**src/rtl/arbiter_capture_interface.sv**
```systemverilog
// Packs the arbiter's VC grant stream into a DEPTH-entry word and keeps per-VC grant counts.
// Write latency is 1 cycle. There is no backpressure: arbiter_valid_i=0 or enb_i=0 stalls the capture.
module arbiter_capture_interface #(
    parameter int DEPTH = 64,
    parameter int SEL_W = 2,
    parameter int CNT_W = 7
) (
    input  logic                            clk_i,
    input  logic                            rst_ni,
    input  logic                            enb_i,
    input  logic                            init_i,
    input  logic [SEL_W-1:0]                arbiter_output_i,
    input  logic                            arbiter_valid_i,
    output logic [DEPTH*SEL_W-1:0]          captured_output_o,
    output logic [(1<<SEL_W)*CNT_W-1:0]     vc_counts_o,
    output logic                            busy_o,
    output logic                            done_o
);
    localparam int NUM_VC = 1 << SEL_W;
    localparam int IDX_W  = $clog2(DEPTH) + 1;

    typedef enum logic [1:0] {S_IDLE, S_CAPTURE, S_DONE} state_e;
    typedef logic [DEPTH-1:0][SEL_W-1:0]  capture_t;
    typedef logic [NUM_VC-1:0][CNT_W-1:0] counts_t;

    state_e           state_q, state_d;
    logic [IDX_W-1:0] idx_q, idx_d;
    capture_t         cap_q, cap_d;
    counts_t          cnt_q, cnt_d;
    logic             busy_q, busy_d;
    logic             done_q, done_d;

    always_ff @(posedge clk_i or negedge rst_ni) begin
        if (!rst_ni) begin
            state_q <= S_IDLE;
            idx_q   <= '0;
            cap_q   <= '0;
            cnt_q   <= '0;
            busy_q  <= 1'b0;
            done_q  <= 1'b0;
        end else begin
            state_q <= state_d;
            idx_q   <= idx_d;
            cap_q   <= cap_d;
            cnt_q   <= cnt_d;
            busy_q  <= busy_d;
            done_q  <= done_d;
        end
    end

    always_comb begin
        state_d = state_q;
        idx_d   = idx_q;
        cap_d   = cap_q;
        cnt_d   = cnt_q;
        if (enb_i) begin
            unique case (state_q)
                S_IDLE: begin
                    if (init_i) begin
                        state_d = S_CAPTURE;
                        idx_d   = '0;
                        cap_d   = '0;
                        cnt_d   = '0;
                    end
                end
                S_CAPTURE: begin
                    // A restart wins over the sample presented in the same cycle.
                    if (init_i) begin
                        idx_d = '0;
                        cap_d = '0;
                        cnt_d = '0;
                    end else if (arbiter_valid_i) begin
                        cap_d[idx_q[IDX_W-2:0]]  = arbiter_output_i;
                        cnt_d[arbiter_output_i] = cnt_q[arbiter_output_i] + CNT_W'(1);
                        idx_d                   = idx_q + IDX_W'(1);
                        if (idx_q == IDX_W'(DEPTH - 1)) begin
                            state_d = S_DONE;
                        end
                    end
                end
                S_DONE: begin
                    state_d = S_IDLE;
                end
                default: begin
                    state_d = S_IDLE;
                end
            endcase
        end
        busy_d = (state_d == S_CAPTURE);
        done_d = (state_d == S_DONE);
    end

    assign captured_output_o = cap_q;
    assign vc_counts_o       = cnt_q;
    assign busy_o            = busy_q;
    assign done_o            = done_q;

endmodule
```
**config.mk**
```make
export PLATFORM = sky130hd
export DESIGN_NAME = arbiter_capture_interface
export DESIGN_NICKNAME = d
export VERILOG_FILES = /design/src/rtl/arbiter_capture_interface.sv
export SDC_FILE = /design/constraint.sdc
export NUM_CORES = 1
export LEC_CHECK = 0
export BUFFER_PORTS_ARGS = -buffer_cell sky130_fd_sc_hd__buf_2
export CORE_MARGIN = 1
export CORE_UTILIZATION = 25
export DETAILED_ROUTE_END_ITERATION = 6
export PLACE_DENSITY = 0.44
export SYNTH_ARGS = -nofsm -noshare
export SYNTH_HDL_FRONTEND = slang
export SYNTH_SLANG_ARGS = --single-unit
```
**constraint.sdc**
```tcl
create_clock -name clk_i -period 3.96 [get_ports clk_i]
set_input_delay 0.792 -clock clk_i [delete_from_list [all_inputs] [get_ports clk_i]]
set_output_delay 0.792 -clock clk_i [all_outputs]
set_load 0.02 [all_outputs]
```
-- Yosys cells after proc, flatten, opt, wreduce, memory -nomap -nowiden
Index checks and enable logic that the tools add are counted.
- register bits after elaboration: 167
- bits in latches: 0
- memory bits (writable): 0
- ROM bits: 0
- input bits: 7
- word-level logic and storage cells: 115
- memories: 0
- add/subtract/negate cells: 2
- multipliers: 0
- div/mod/pow operators: 0
- order comparisons: 4
- equality and inequality tests: 6
- shift operators: 0
- multiplexer cells: 26
- bitwise gates (word level): 0
- reduce and logical (&&, ||, !) cells: 5
- operator list (kind ; count):
    128-bit two-way mux ; 3
    128-bit one-hot mux with 2 select lines ; 1
    128-bit bitwise mux ; 1
    28-bit two-way mux ; 3
    28-bit one-hot mux with 2 select lines ; 1
    7-bit two-way mux ; 5
    28-bit bitwise mux ; 1
    7-bit by 1-bit adder with 7-bit output (second input constant) ; 2
    7-bit binary-select mux with 2-bit select ; 1
    7-bit demux with 2-bit select ; 1
    7-bit one-hot mux with 2 select lines ; 1
    2-bit demux with 6-bit select ; 1
    2-bit two-way mux ; 6
    7-bit by 6-bit equality test with 1-bit output (second input constant) ; 1
    6-bit by 7-bit less-than comparator with 1-bit output (second input constant) ; 1
    6-bit by 1-bit >= comparator with 1-bit output (second input constant) ; 1
    2-bit by 1-bit equality test with 1-bit output (second input constant) ; 2
    2-bit one-hot mux with 2 select lines ; 1
    4-bit AND reduction ; 1
    2-bit by 3-bit less-than comparator with 1-bit output (second input constant) ; 1
    3-bit != test (second input constant) ; 1
    2-bit equality test (second input constant) ; 1
    2-bit by 1-bit >= comparator with 1-bit output (second input constant) ; 1
    1-bit logical AND ; 2
    3 further kinds ; 3

-- Logic depth before layout (Yosys ltp)
- depth in word-level cells: 8
- mapped depth: 7

-- Least setup slack after synthesis
Ideal clock, no wire load.
- path kind: input port to flip-flop
- start: input port arbiter_output_i[0]
- end: register cnt_q (netlist bit vc_counts_o[13])
- arrival time: 2254 ps
- data required time: 3838 ps
- path slack: 1585 ps
- stages on the path: 5
- buffers on the path: 1
- cell sequence: buf_6 mux4_1 ha_1 a31o_4 a32o_1
- longest elaborated chain between the ends: 8
- elaborated cells between the ends (all ways): 12
- classes of those cells: 1 x add/sub; 2 x order compare; 8 x mux; 1 x reduce/logical
- ends and longest elaborated chain (what ; RTL line ; source):
    start, declared ; 12 ; input logic [SEL_W-1:0] arbiter_output_i,
    branches (longest 4 deep; another with 7-bit by 1-bit adder with 7-bit output) ; n/a ;
    28-bit bitwise mux (*) ; 74 ; cnt_d[arbiter_output_i] = cnt_q[arbiter_output_i] + CNT_W'(1);
    28-bit two-way mux (*) ; 72 ; end else if (arbiter_valid_i) begin
    28-bit two-way mux (*) ; 68 ; if (init_i) begin
    28-bit one-hot mux with 2 select lines (*) ; 57 ; unique case (state_q)
    end signal, assigned ; 45 ; cnt_q <= cnt_d;
    end, declared ; 29 ; counts_t cnt_q, cnt_d;
Mark *: on every way between the ends. The select of a mux whose other input is x is not followed.
A chain may end at the register's enable or synchronous reset.

-- Worst setup path after layout
- start: input port arbiter_output_i[0]
- end: register cnt_q (netlist bit vc_counts_o[25])
The elaborated chain is that of the path after synthesis.

==> results.py <==
metrics = {
    "yosys": {
        "postSynth.asyncResetShare_pct": 100.0,
        "ys_seq_elements": 167,
        "avgSynthCellArea_um2": 10.93,
        "synth_top_cell_by_area": "dfrtp_1",
        "synth_edf_count": 0,
        "yosysWarnings": 0,
        "yosysSeqAreaShare_pct": 55.18,
        "synth_top_area_share_pct": 55.18,
        "syn_inst": 693,
        "syn_area_um2": 7574,
        "ys_top_cells_by_area": "dfrtp_1 (55%), mux2i_1 (17%), nand2_1 (9.7%)",
        "ys.flop_type": "dfrtp_1",
        "synth.net_count": 702,
        "synth_cell_types": 50,
    },
    "timing": {
        "relSlewSlack_pct": 42.89,
        "worst_slew_pin_slew_ns": 0.8566,
        "fin_crit_ns": 2.405,
        "fmax_mhz": 415.9,
        "slew_violations": 0,
        "finClkSkew_ns": 0.01490,
        "fin_crit_sh_pct": 60.72,
        "hold_viol_final": 0,
        "setup_viol": 0,
        "setup_tns_ns": 0,
        "rsz0062_at_grt": "false",
    },
    "worst_setup_path": {
        "path_class": "in2reg",
        "start_kind": "primary input",
        "crit_chain": "buf_2 -> mux4_1 -> ha_1 -> nand3_1 -> xor2_1 -> o21ai_0",
        "cp_num_cells": 6,
        "reg2reg_depth": 3,
        "cp_top_family": "multiplexers",
        "r2r-end": "captured_output_o[47]$_DFFE_PN0P_",
        "r2r_slack_ns": 1.65,
        "crit_arrival_ns": 2.70,
        "cp.buffers_inverters": 1,
        "critPathCapture": "vc_counts_o[25]$_DFFE_PN0P_",
        "rr_startpoint": "state_q[0]$_DFF_PN0_",
        "crit_path_max_fanout": 17,
        "max_stage_delay_ns": 0.68,
        "crit_path_top_delay_cell": "mux4_1",
        "cp-startpoint": "arbiter_output_i[0]",
        "cp-end-kind": "flip-flop",
        "critPathRequiredTime_ns": 4.25,
    },
    "grt": {
        "grt_pass1_wl_mm": 35.23,
        "first_global_vias": 5662,
        "grt_overflow_total": 0,
        "track_usage_pct": 14.93,
        "grt_max_degree": 85,
        "antenna_found_initial": 3,
    },
    "die": {
        "die_h_um": 176.1,
        "ios": 165,
        "core_um2": 29720,
        "die_w_um": 176.1,
        "placementRows": 63,
        "start_util_pct": 25.49,
        "dieArea_um2": 30990,
    },
    "power": {
        "seqPwrFrac_pct": 47.9,
        "intPower_mw": 2.656,
        "ir_drop_v": 0.0002108,
        "p_comb_share_pct": 6.3,
        "power_frac_clock_pct": 45.8,
        "p_sw_share_pct": 26.54,
        "p_leak_nw": 4.830,
        "switchingPower_mw": 0.9595,
        "power.density_nw_per_um2": 383.9,
    },
    "hold_path": {
        "hp-class": "in2async",
    },
    "flow_run": {
        "drv_cap": 0,
    },
    "final_layout": {
        "nets": 852,
        "area_growth_pct": 24.35,
        "drive_gt1_share_pct": 26.67,
        "multi_input_area_um2": 3232,
        "finish.instance_area_um2": 9418,
        "fillers": 3106,
        "regArea_um2": 4179,
    },
    "detailed_routing": {
        "wl_per_cell_um": 18.15,
        "routed_wl_mm": 22.61,
        "via_count": 5591,
        "drtAntennaViolNets": 0,
        "drc": 0,
        "drt_pre_antenna_iters": 4,
        "viasPerCell": 4.487,
        "dr.first_iter.drc_count": 335,
    },
    "cts": {
        "cts_made_buffers": 17,
        "clockRootBuffer": "clkbuf_16",
        "cts-resized-gates": 0,
        "cts_tree": "done",
        "worstSkewPairLatency_ns": 0.42,
        "max-clock-path-buffers": 2,
        "clkTransAtPathRegs_ns": 0.07,
        "post_cts_buffers": 0,
        "cts_sinks": 167,
        "ctsHoldBuffers": 0,
        "h-tree-depth": 4,
    },
    "placed_design": {
        "gp_congestion": 0.7610,
        "dpl_cell_area_um2": 8842,
        "hpwl_mm": 14.97,
        "port_buffers": 164,
    },
    "status": {
        "status": "finished, final reports clean",
    },
}
[routing by layer]
| layer | routed length [um] | track usage, % |
|---|---|---|
| met1 | 11190 | 21.68 |
| met2 | 10210 | 22.44 |
| met3 | 1070 | 3.596 |
| met4 | 117 | 2.826 |
| met5 | 16 | 0 |
[cell type report]
| cell class | count | share of cell area [%] |
|---|---|---|
| Sequential cell | 167 | 44.37 |
| Timing Repair Buffer | 173 | 9.898 |
| Multi-Input combinational cell | 481 | 34.32 |
| Clock inverter | 14 | 1.568 |
| Clock buffer | 17 | 4.517 |
| Antenna cell | 1 | 0.02657 |
| Tap cell | 390 | 5.181 |
| Inverter | 3 | 0.1196 |
[how the worst min path moves through the flow]
stage	startpoint	end	slack [ns]	cells past startpoint
CTS	rst_ni	vc_counts_o[10]$_DFFE_PN0P_	0.48	1
global placement	vc_counts_o[23]$_DFFE_PN0P_	vc_counts_o[23]$_DFFE_PN0P_	0.49	2
floorplan	rst_ni	busy_o$_DFF_PN0_	0.50	0
global route	rst_ni	vc_counts_o[24]$_DFFE_PN0P_	0.49	1
detailed placement	vc_counts_o[26]$_DFFE_PN0P_	vc_counts_o[26]$_DFFE_PN0P_	0.49	2
finish	rst_ni	vc_counts_o[24]$_DFFE_PN0P_	0.45	1
[Yosys cell counts, drive strengths merged, types with 2 or more instances]
| cell type | instances |
|---|---|
| and2 | 3 |
| nand2 | 195 |
| buf | 17 |
| nor2 | 43 |
| nand3b | 5 |
| nand3 | 8 |
| nand2b | 4 |
| xor2 | 6 |
| nand4 | 3 |
| nor3 | 4 |
| and3b | 4 |
| ha | 2 |
| a22o | 2 |
| a41oi | 3 |
| a21o | 3 |
| o41ai | 2 |
| a21oi | 3 |
| mux4 | 7 |
| o31ai | 4 |
| clkbuf | 25 |
| o21ai | 19 |
| or2 | 3 |
| mux2i | 128 |
| inv | 3 |
| nor4 | 5 |
| and3 | 4 |
| dfrtp | 167 |
| nor3b | 2 |
| a32o | 4 |
[cell usage in the layout, fill, tap and decap left out, drive strengths merged, types with 3 or more instances in the layout]
master	netlist	routed
clkinv	0	4
clkbuf	25	17
nor2	43	43
a21o	3	3
o31ai	4	4
mux2i	128	128
buf	17	173
and3b	4	4
nor4	5	5
a21oi	3	3
clkinvlp	0	5
nand3b	5	5
and3	4	4
nor3	4	4
o21ai	19	19
and2	3	3
or2	3	3
nand3	8	8
a41oi	3	3
dfrtp	167	167
inv	3	7
mux4	7	7
a32o	4	4
xor2	6	6
nand4	3	3
nand2b	4	4
nand2	195	195
[worst reg2reg max path, delay by kind of cell (launching register included)]
family                 cells  cell delay, ns
buffers and inverters      1            0.44
muxes                      1            0.24
and+or+nand+nor            1            1.01
DFF                        1            0.54
[power by group through the flow]
stage	logic (mW)	registers (mW)	clock network (mW)
final	0.227	1.73	1.66
after floorplan	0.115	1.77	0
after global placement	0.235	1.77	0
after CTS	0.235	1.73	1.71
after detailed placement	0.234	1.77	0
after global routing	0.251	1.74	1.79
[metrics by stage]
stage | utilization, % | setup slack [ns] | std cells | hold WS, ns | total power, mW
floorplan | - | 1.585 | 693 | 0.4964 | 1.890
CTS | 31.68 | 1.545 | 1245 | 0.4761 | 3.678
detailed placement | 29.75 | 1.089 | 1214 | 0.4877 | 2.000
global route | 31.69 | 1.419 | 1246 | 0.4912 | 3.772
finish | 31.69 | 1.555 | 1246 | 0.4461 | 3.615
global placement | 29.75 | 1.125 | 1214 | 0.4886 | 2.001
[state kept, by name, summed over array words and instances, names as in the netlist]
signal and cells:
captured_output_o 128, vc_counts_o 28, idx_q 7, state_q 2, busy_o 1, done_o 1
[cells by family after synthesis]
family,Yosys count,share of synthesized area (%)
AO/OA/AOI/OAI,44,4.395
adder cells (fa/ha/maj),2,0.3304
AND/OR/NAND/NOR,292,17.51
buffers and inverters,45,2.478
XOR/XNOR,7,0.8095
flip-flops,167,55.18
multiplexers,136,19.30
Power figures use the tool's default switching activity.
